===== config.mk =====
export PLATFORM = sky130hd
export DESIGN_NAME = instr_fetch_queue
export DESIGN_NICKNAME = d
export VERILOG_FILES = /design/src/rtl/instr_fetch_queue.sv
export SDC_FILE = /design/constraint.sdc
export NUM_CORES = 1
export LEC_CHECK = 0
export ABC_CLOCK_PERIOD_IN_PS = 3670
export CAP_MARGIN = 20
export CORE_MARGIN = 4
export CORE_UTILIZATION = 40
export CTS_BUF_LIST = sky130_fd_sc_hd__clkbuf_8
export CTS_CLUSTER_SIZE = 16
export DETAILED_ROUTE_END_ITERATION = 12
export HOLD_SLACK_MARGIN = 0.1
export PLACE_DENSITY = 0.73
export SLEW_MARGIN = 20
export SYNTH_ARGS = -nofsm -noshare
export SYNTH_HDL_FRONTEND = slang
export SYNTH_SLANG_ARGS = --single-unit

===== constraint.sdc =====
create_clock -name i_clk -period 3.67 [get_ports i_clk]
set_input_delay 0.367 -clock i_clk [delete_from_list [all_inputs] [get_ports i_clk]]
set_output_delay 0.367 -clock i_clk [all_outputs]
set_load 0.01 [all_outputs]

===== src/rtl/instr_fetch_queue.sv =====
// Circular instruction buffer between imem and decode, head split into RV32 fields.
// Optional same-cycle empty-queue bypass: define FETCH_QUEUE_BYPASS_EN.
module instr_fetch_queue #(
  parameter int DEPTH = 2,
  parameter int XLEN  = 32
) (
  input  logic                     i_clk,
  input  logic                     i_rst,
  input  logic                     i_flush,
  input  logic                     i_imem_valid,
  input  logic [XLEN-1:0]          i_imem_instr,
  input  logic [XLEN-1:0]          i_imem_pc,
  output logic                     o_imem_ready,
  output logic                     o_id_valid,
  input  logic                     i_id_ready,
  output logic [XLEN-1:0]          o_id_pc,
  output logic [XLEN-1:0]          o_id_instr,
  output logic [6:0]               o_opcode,
  output logic [4:0]               o_rd,
  output logic [2:0]               o_funct3,
  output logic [4:0]               o_rs1,
  output logic [4:0]               o_rs2,
  output logic [6:0]               o_funct7,
  output logic                     o_len_err,
  output logic [$clog2(DEPTH):0]   o_count
);

  localparam int AW = $clog2(DEPTH);
  localparam logic [XLEN-1:0] NOP = XLEN'(32'h0000_0013);

  logic [XLEN-1:0] pc_q    [DEPTH];
  logic [XLEN-1:0] instr_q [DEPTH];
  logic [AW-1:0]   rd_q, rd_d;
  logic [AW-1:0]   wr_q, wr_d;
  logic [AW:0]     cnt_q, cnt_d;
  logic            empty;
  logic            byp;
  logic            push;
  logic            pop;

  assign empty = (cnt_q == '0);

  assign o_imem_ready = !i_rst && !i_flush &&
                        (cnt_q < (AW+1)'(DEPTH));

`ifdef FETCH_QUEUE_BYPASS_EN
  assign byp = empty && i_imem_valid &&
               !i_flush && !i_rst;
`else
  assign byp = 1'b0;
`endif

  always_comb begin
    o_id_valid = !empty;
    o_id_pc    = '0;
    o_id_instr = NOP;
    if (!empty) begin
      o_id_pc    = pc_q[rd_q];
      o_id_instr = instr_q[rd_q];
    end
`ifdef FETCH_QUEUE_BYPASS_EN
    else if (byp) begin
      o_id_valid = 1'b1;
      o_id_pc    = i_imem_pc;
      o_id_instr = i_imem_instr;
    end
`endif
  end

  // A bypassed entry taken by decode this cycle never lands in storage
  assign push = i_imem_valid && o_imem_ready &&
                !(byp && i_id_ready);
  assign pop  = !empty && i_id_ready && !i_flush;

  always_comb begin
    rd_d  = pop  ? rd_q + AW'(1) : rd_q;
    wr_d  = push ? wr_q + AW'(1) : wr_q;
    cnt_d = cnt_q;
    unique case ({push, pop})
      2'b10:   cnt_d = cnt_q + (AW+1)'(1);
      2'b01:   cnt_d = cnt_q - (AW+1)'(1);
      default: cnt_d = cnt_q;
    endcase
  end

  always_ff @(posedge i_clk) begin
    if (i_rst || i_flush) begin
      rd_q  <= '0;
      wr_q  <= '0;
      cnt_q <= '0;
    end else begin
      rd_q  <= rd_d;
      wr_q  <= wr_d;
      cnt_q <= cnt_d;
    end
  end

  always_ff @(posedge i_clk) begin
    if (push) begin
      pc_q[wr_q]    <= i_imem_pc;
      instr_q[wr_q] <= i_imem_instr;
    end
  end

  assign o_opcode  = o_id_instr[6:0];
  assign o_rd      = o_id_instr[11:7];
  assign o_funct3  = o_id_instr[14:12];
  assign o_rs1     = o_id_instr[19:15];
  assign o_rs2     = o_id_instr[24:20];
  assign o_funct7  = o_id_instr[31:25];
  assign o_len_err = o_id_valid &&
                     (o_id_instr[1:0] != 2'b11);
  assign o_count   = cnt_q;

endmodule

# --- After elaboration in Yosys (flattened, before gate mapping) ---
# Memory sizes are Yosys's and may differ from the RTL's. A register that Yosys moved wholly into a read port is not among the register bits.
# Index checks and enable logic that the tools add are counted.
# Widths: inputs -> output; s select.
classes:
  n_addsub: 4
  n_lt_le_gt_ge: 1
  n_eq_ne: 3
  mux: 9
  reduce_logical: 12
op_table:
  columns: ["operator", "n"]
  rows:
  - ["$mux 32", 2]
  - ["$logic_and 1x1->1", 6]
  - ["$mux 1", 6]
  - ["$pmux 2 s2", 1]
  - ["$logic_not 1->1", 3]
  - ["$add 1x1->1 const B", 2]
  - ["$add 2x1->2 const B", 1]
  - ["$eq 2x1->1 const B", 1]
  - ["$eq 2x2->1 const B", 1]
  - ["$logic_not 2->1", 1]
  - ["$lt 2x2->1 const B", 1]
  - ["$ne 2x2->1 const B", 1]
  - ["$reduce_bool 2->1", 1]
  - ["$sub 2x1->2 const B", 1]
  - ["$logic_or 1x1->1", 1]
totals:
  reg_bits: 4
  ramBits: 128
  inputBits: 69
  n_memories: 2
memory_table:
  columns: ["memory", "depth", "width", "rd", "rd_clocked_by_memory_dff", "wr", "line_no", "source"]
  rows:
  - ["instr_q", 2, 32, 1, 1, 1, "32", "logic [XLEN-1:0] instr_q [DEPTH];"]
  - ["pc_q", 2, 32, 1, 1, 1, "31", "logic [XLEN-1:0] pc_q [DEPTH];"]

# --- Longest topological paths before layout ---
depth:
  ltp_word: 6
  ltp_mapped: 6
  mapped_depth_nobuf: 6

# --- Least setup slack after synthesis ---
# Ideal clock, no wire load.
synth_path:
  path_kind: "register -> register"
  startpoint: "register cnt_q[1], in the netlist o_count[1]"
  endpoint: "memory instr_q[0][0], enable pin"
  arrival_time_ps: 3351
  required_time_ps: 3184
  slack_ps: -167
  stages_incl_launch_ff: 4
  path_cell_list: "dfxtp_1 -> nor2b_1 -> nand2_1 -> nor2_1"
synth_via:
  elab_chain_len: 5
synth_lines:
  columns: ["item", "line_no", "source"]
  rows:
  - ["from (decl)", "35", "logic [AW:0] cnt_q, cnt_d;"]
  - ["from (signal assigned)", "94", "cnt_q <= cnt_d;"]
  - ["$lt 2x2->1", "44", "(cnt_q < (AW+1)'(DEPTH));"]
  - ["$logic_and 1x1->1", "43", "assign o_imem_ready = !i_rst && !i_flush &&"]
  - ["$logic_and 1x1->1", "71", "assign push = i_imem_valid && o_imem_ready &&"]
  - ["$mux 1", "99", "if (push) begin"]
  - ["$mux 1 (not written as such)", "101", "instr_q[wr_q] <= i_imem_instr;"]
  - ["to (decl)", "32", null]
# No other way between the ends.

==> flow_metrics.py <==
metrics = {
    "critical_path": {
        "slowest_delay_ns": 0.70,
        "crit_type": "register to output pin",
        "arrival_ns": 2.34,
        "path_cells": "buf_12, mux2i_1, nor2_1, clkdlybuf4s50_1",
        "crit_path_max_fanout": 36,
        "slowest_stage": "dfxtp_4",
        "worst_ep_required_time_ns": 3.30,
        "endpoint_kind": "output pin",
        "critPathLaunchType": "register",
    },
    "final_layout": {
        "antenna_cells": 0,
        "fillers": 1034,
        "syn2layout_area_growth_pct": 38.2,
        "fin_area_um2": 7330,
        "layout-drive-gt1-share": 0.0735,
        "layout.nets": 547,
    },
    "cts": {
        "clkSinkCount": 133,
        "clkSlewWorstSetupHoldPaths_ns": 0.08,
        "clk_latency_ns": 0.42,
        "cts_hold_buf": 0,
        "cts_setup_buffers": 0,
        "clock-root-buffer": "clkbuf_8",
        "cts_inserted_buffers": 17,
        "ctsResizeCount": 0,
        "cts_tree": "built",
        "htreeDepth": 4,
        "clk_path_buf_depth": 2,
    },
    "power_and_ir_drop": {
        "pwr-share-clk": 0.377,
        "total_power_mw": 3.03,
        "power.density_nw_per_um2": 414,
        "switchingPower_mw": 0.634,
        "p_int_mw": 2.40,
        "seqPwrFrac": 0.562,
        "vdd_drop_max_v": 0.000207,
        "leakagePower_nw": 2.29,
        "power_frac_comb": 0.062,
        "switching_share": 0.209,
    },
    "sta": {
        "rsz0062_at_grt": "false",
        "tightest_slew_ns": 0.917,
        "relSlewSlack": 0.389,
        "whs_ns": 0.524,
        "final-setup-viol-count": 0,
        "final.setup.worst_slack_ns": 0.961,
        "fin_crit_sh": 0.738,
        "fin_worst_skew_ns": 0.00880,
        "final_max_slew_viol_count": 0,
        "max_freq_mhz": 369,
        "fin_crit_ns": 2.71,
        "fin_setup_tns_ns": 0,
        "hold_viol_final": 0,
    },
    "global_route": {
        "grt_start_max_net_pins": 65,
        "grt_antenna_before_repair": 0,
        "grt_overflow_total": 0,
        "grt_pass1_vias": 3265,
        "track_usage": 0.142,
        "grt_pass1_wl_um": 16200,
    },
    "worst_hold_path": {
        "hp-class": "input pin to register",
    },
    "detailed_routing": {
        "wire_per_inst_um": 16.1,
        "firstDrtPassIters": 4,
        "drcViolationCount": 0,
        "finalWirelength_um": 10700,
        "drtIter0Drc": 114,
        "ant_nets": 0,
        "via_count": 3051,
        "via_per_inst": 4.61,
    },
    "placement": {
        "gp_congestion": 0.759,
        "dpl_worst_slack_ns": 1.20,
        "dpl.hpwl_um": 7090,
        "place_area_um2": 6950,
        "io_buffers": 169,
    },
    "yosys": {
        "yosys_warnings": 0,
        "syn-cell-area_um2": 5300,
        "syn_nets": 402,
        "yosysTopAreaCell": "edfxtp_1",
        "ys_top_cells_by_area": "edfxtp_1, mux2i_1, buf_4",
        "synth_cell_type_count": 21,
        "synth_seq_cells": 133,
        "synth_seq_area_share": 0.744,
        "netlist.area_leader.share": 0.725,
        "syn_inst": 332,
        "avgSynthCellArea_um2": 16.0,
    },
    "floorplan": {
        "io_pins": 170,
        "fp.dieW_um": 123,
        "dieArea_um2": 15200,
        "coreArea_um2": 12800,
        "initial_utilization": 0.415,
        "die_h_um": 123,
        "placementRows": 41,
    },
    "flow_run": {
        "drv_cap": 0,
    },
    "outcome": {
        "status": "complete, no violations",
    },
}
## sequential cells by signal, indices dropped and copies added (netlist names), named ones only
name	count
o_count	2
wr_q	1
rd_q	1
pc_q	64
instr_q	64
## cells in the mapped netlist
library cell  instances
edfxtp_1            128
nor2_1               65
mux2i_1              64
buf_4                35
buf_2                 7
dfxtp_1               5
nand2_1               5
nor3_1                5
buf_6                 2
clkbuf_1              2
o21ai_0               2
xnor2_1               2
xor2_1                2
a21boi_1              1
a311oi_1              1
and3_1                1
ha_1                  1
inv_1                 1
nor2_2                1
nor2b_1               1
or3_1                 1
## critical path, delay by kind of cell (launching register included)
| kind | cells | cell delay [ns] |
|---|---|---|
| AND/OR/NAND/NOR | 1 | 0.16 |
| buffers and inverters | 2 | 0.90 |
| flip-flops | 1 | 0.70 |
| multiplexers | 1 | 0.13 |
## through the flow
stage	cells	util
6_report	662	0.574
5_1_grt	662	0.574
4_1_cts	662	0.574
3_5_place_dp	630	0.544
3_3_place_gp	630	0.544
2_1_floorplan	332	-
## power by group through the flow
stage,Clock [mW],Sequential [mW],Combinational [mW]
finish,1.14,1.70,0.187
global route,1.25,1.70,0.201
CTS,1.18,1.70,0.190
detailed placement,0,1.74,0.189
global placement,0,1.73,0.183
floorplan,0,1.73,0.0613
## worst paths after layout
kind                                                end                    start  slack, ns  cells past startpoint
worst min-delay path            instr_q[1][6]$_DFFE_PP_          i_imem_instr[6]       0.52                      1
worst max register to register    pc_q[0][31]$_DFFE_PP_  o_count[1]$_SDFFE_PP0P_       1.67                      4
worst max-delay path                     o_id_instr[26]                 register       0.96                      4
worst min register to register        rd_q$_SDFFE_PP0P_        rd_q$_SDFFE_PP0P_       0.60                      2
## cell families after synthesis
| logic type | synth area share |
|---|---|
| and+or+nand+nor | 0.0590 |
| xor gates and xnor gates | 0.00661 |
| AOI/OAI and AO/OA | 0.00496 |
| buffers and inverters | 0.0625 |
| DFF | 0.744 |
| muxes | 0.121 |
| adders and majority gates | 0.00236 |
## layout by cell type, fill, tap and decap left out, types with 3 or more instances in the layout
| cell type | instances |
|---|---|
| clkbuf_8 | 17 |
| clkdlybuf4s50_1 | 169 |
| clkinv_2 | 3 |
| clkinvlp_4 | 5 |
| dfxtp_1 | 4 |
| edfxtp_1 | 128 |
| mux2i_1 | 64 |
| nand2_1 | 5 |
| nor2_1 | 64 |
| nor3_1 | 5 |
## routing by layer
metal	global-route usage	vias up	share of wire
li1	-	1465	-
met1	0.160	1464	0.40
met2	0.251	112	0.52
met3	0.0535	10	0.066
met4	0.0443	0	0.012
met5	0	-	0
## final cells by class
type	instances	area [um2]	area share
flip-flops and latches	133	3950	0.539
inverters	1	3.75	0.000512
well taps	172	215	0.0294
multi-input cells	152	1040	0.143
repair buffers	172	1740	0.237
clock buffers	17	234	0.0319
clock inverters	15	141	0.0193
Note: power is estimated with default switching activity, not from simulation.
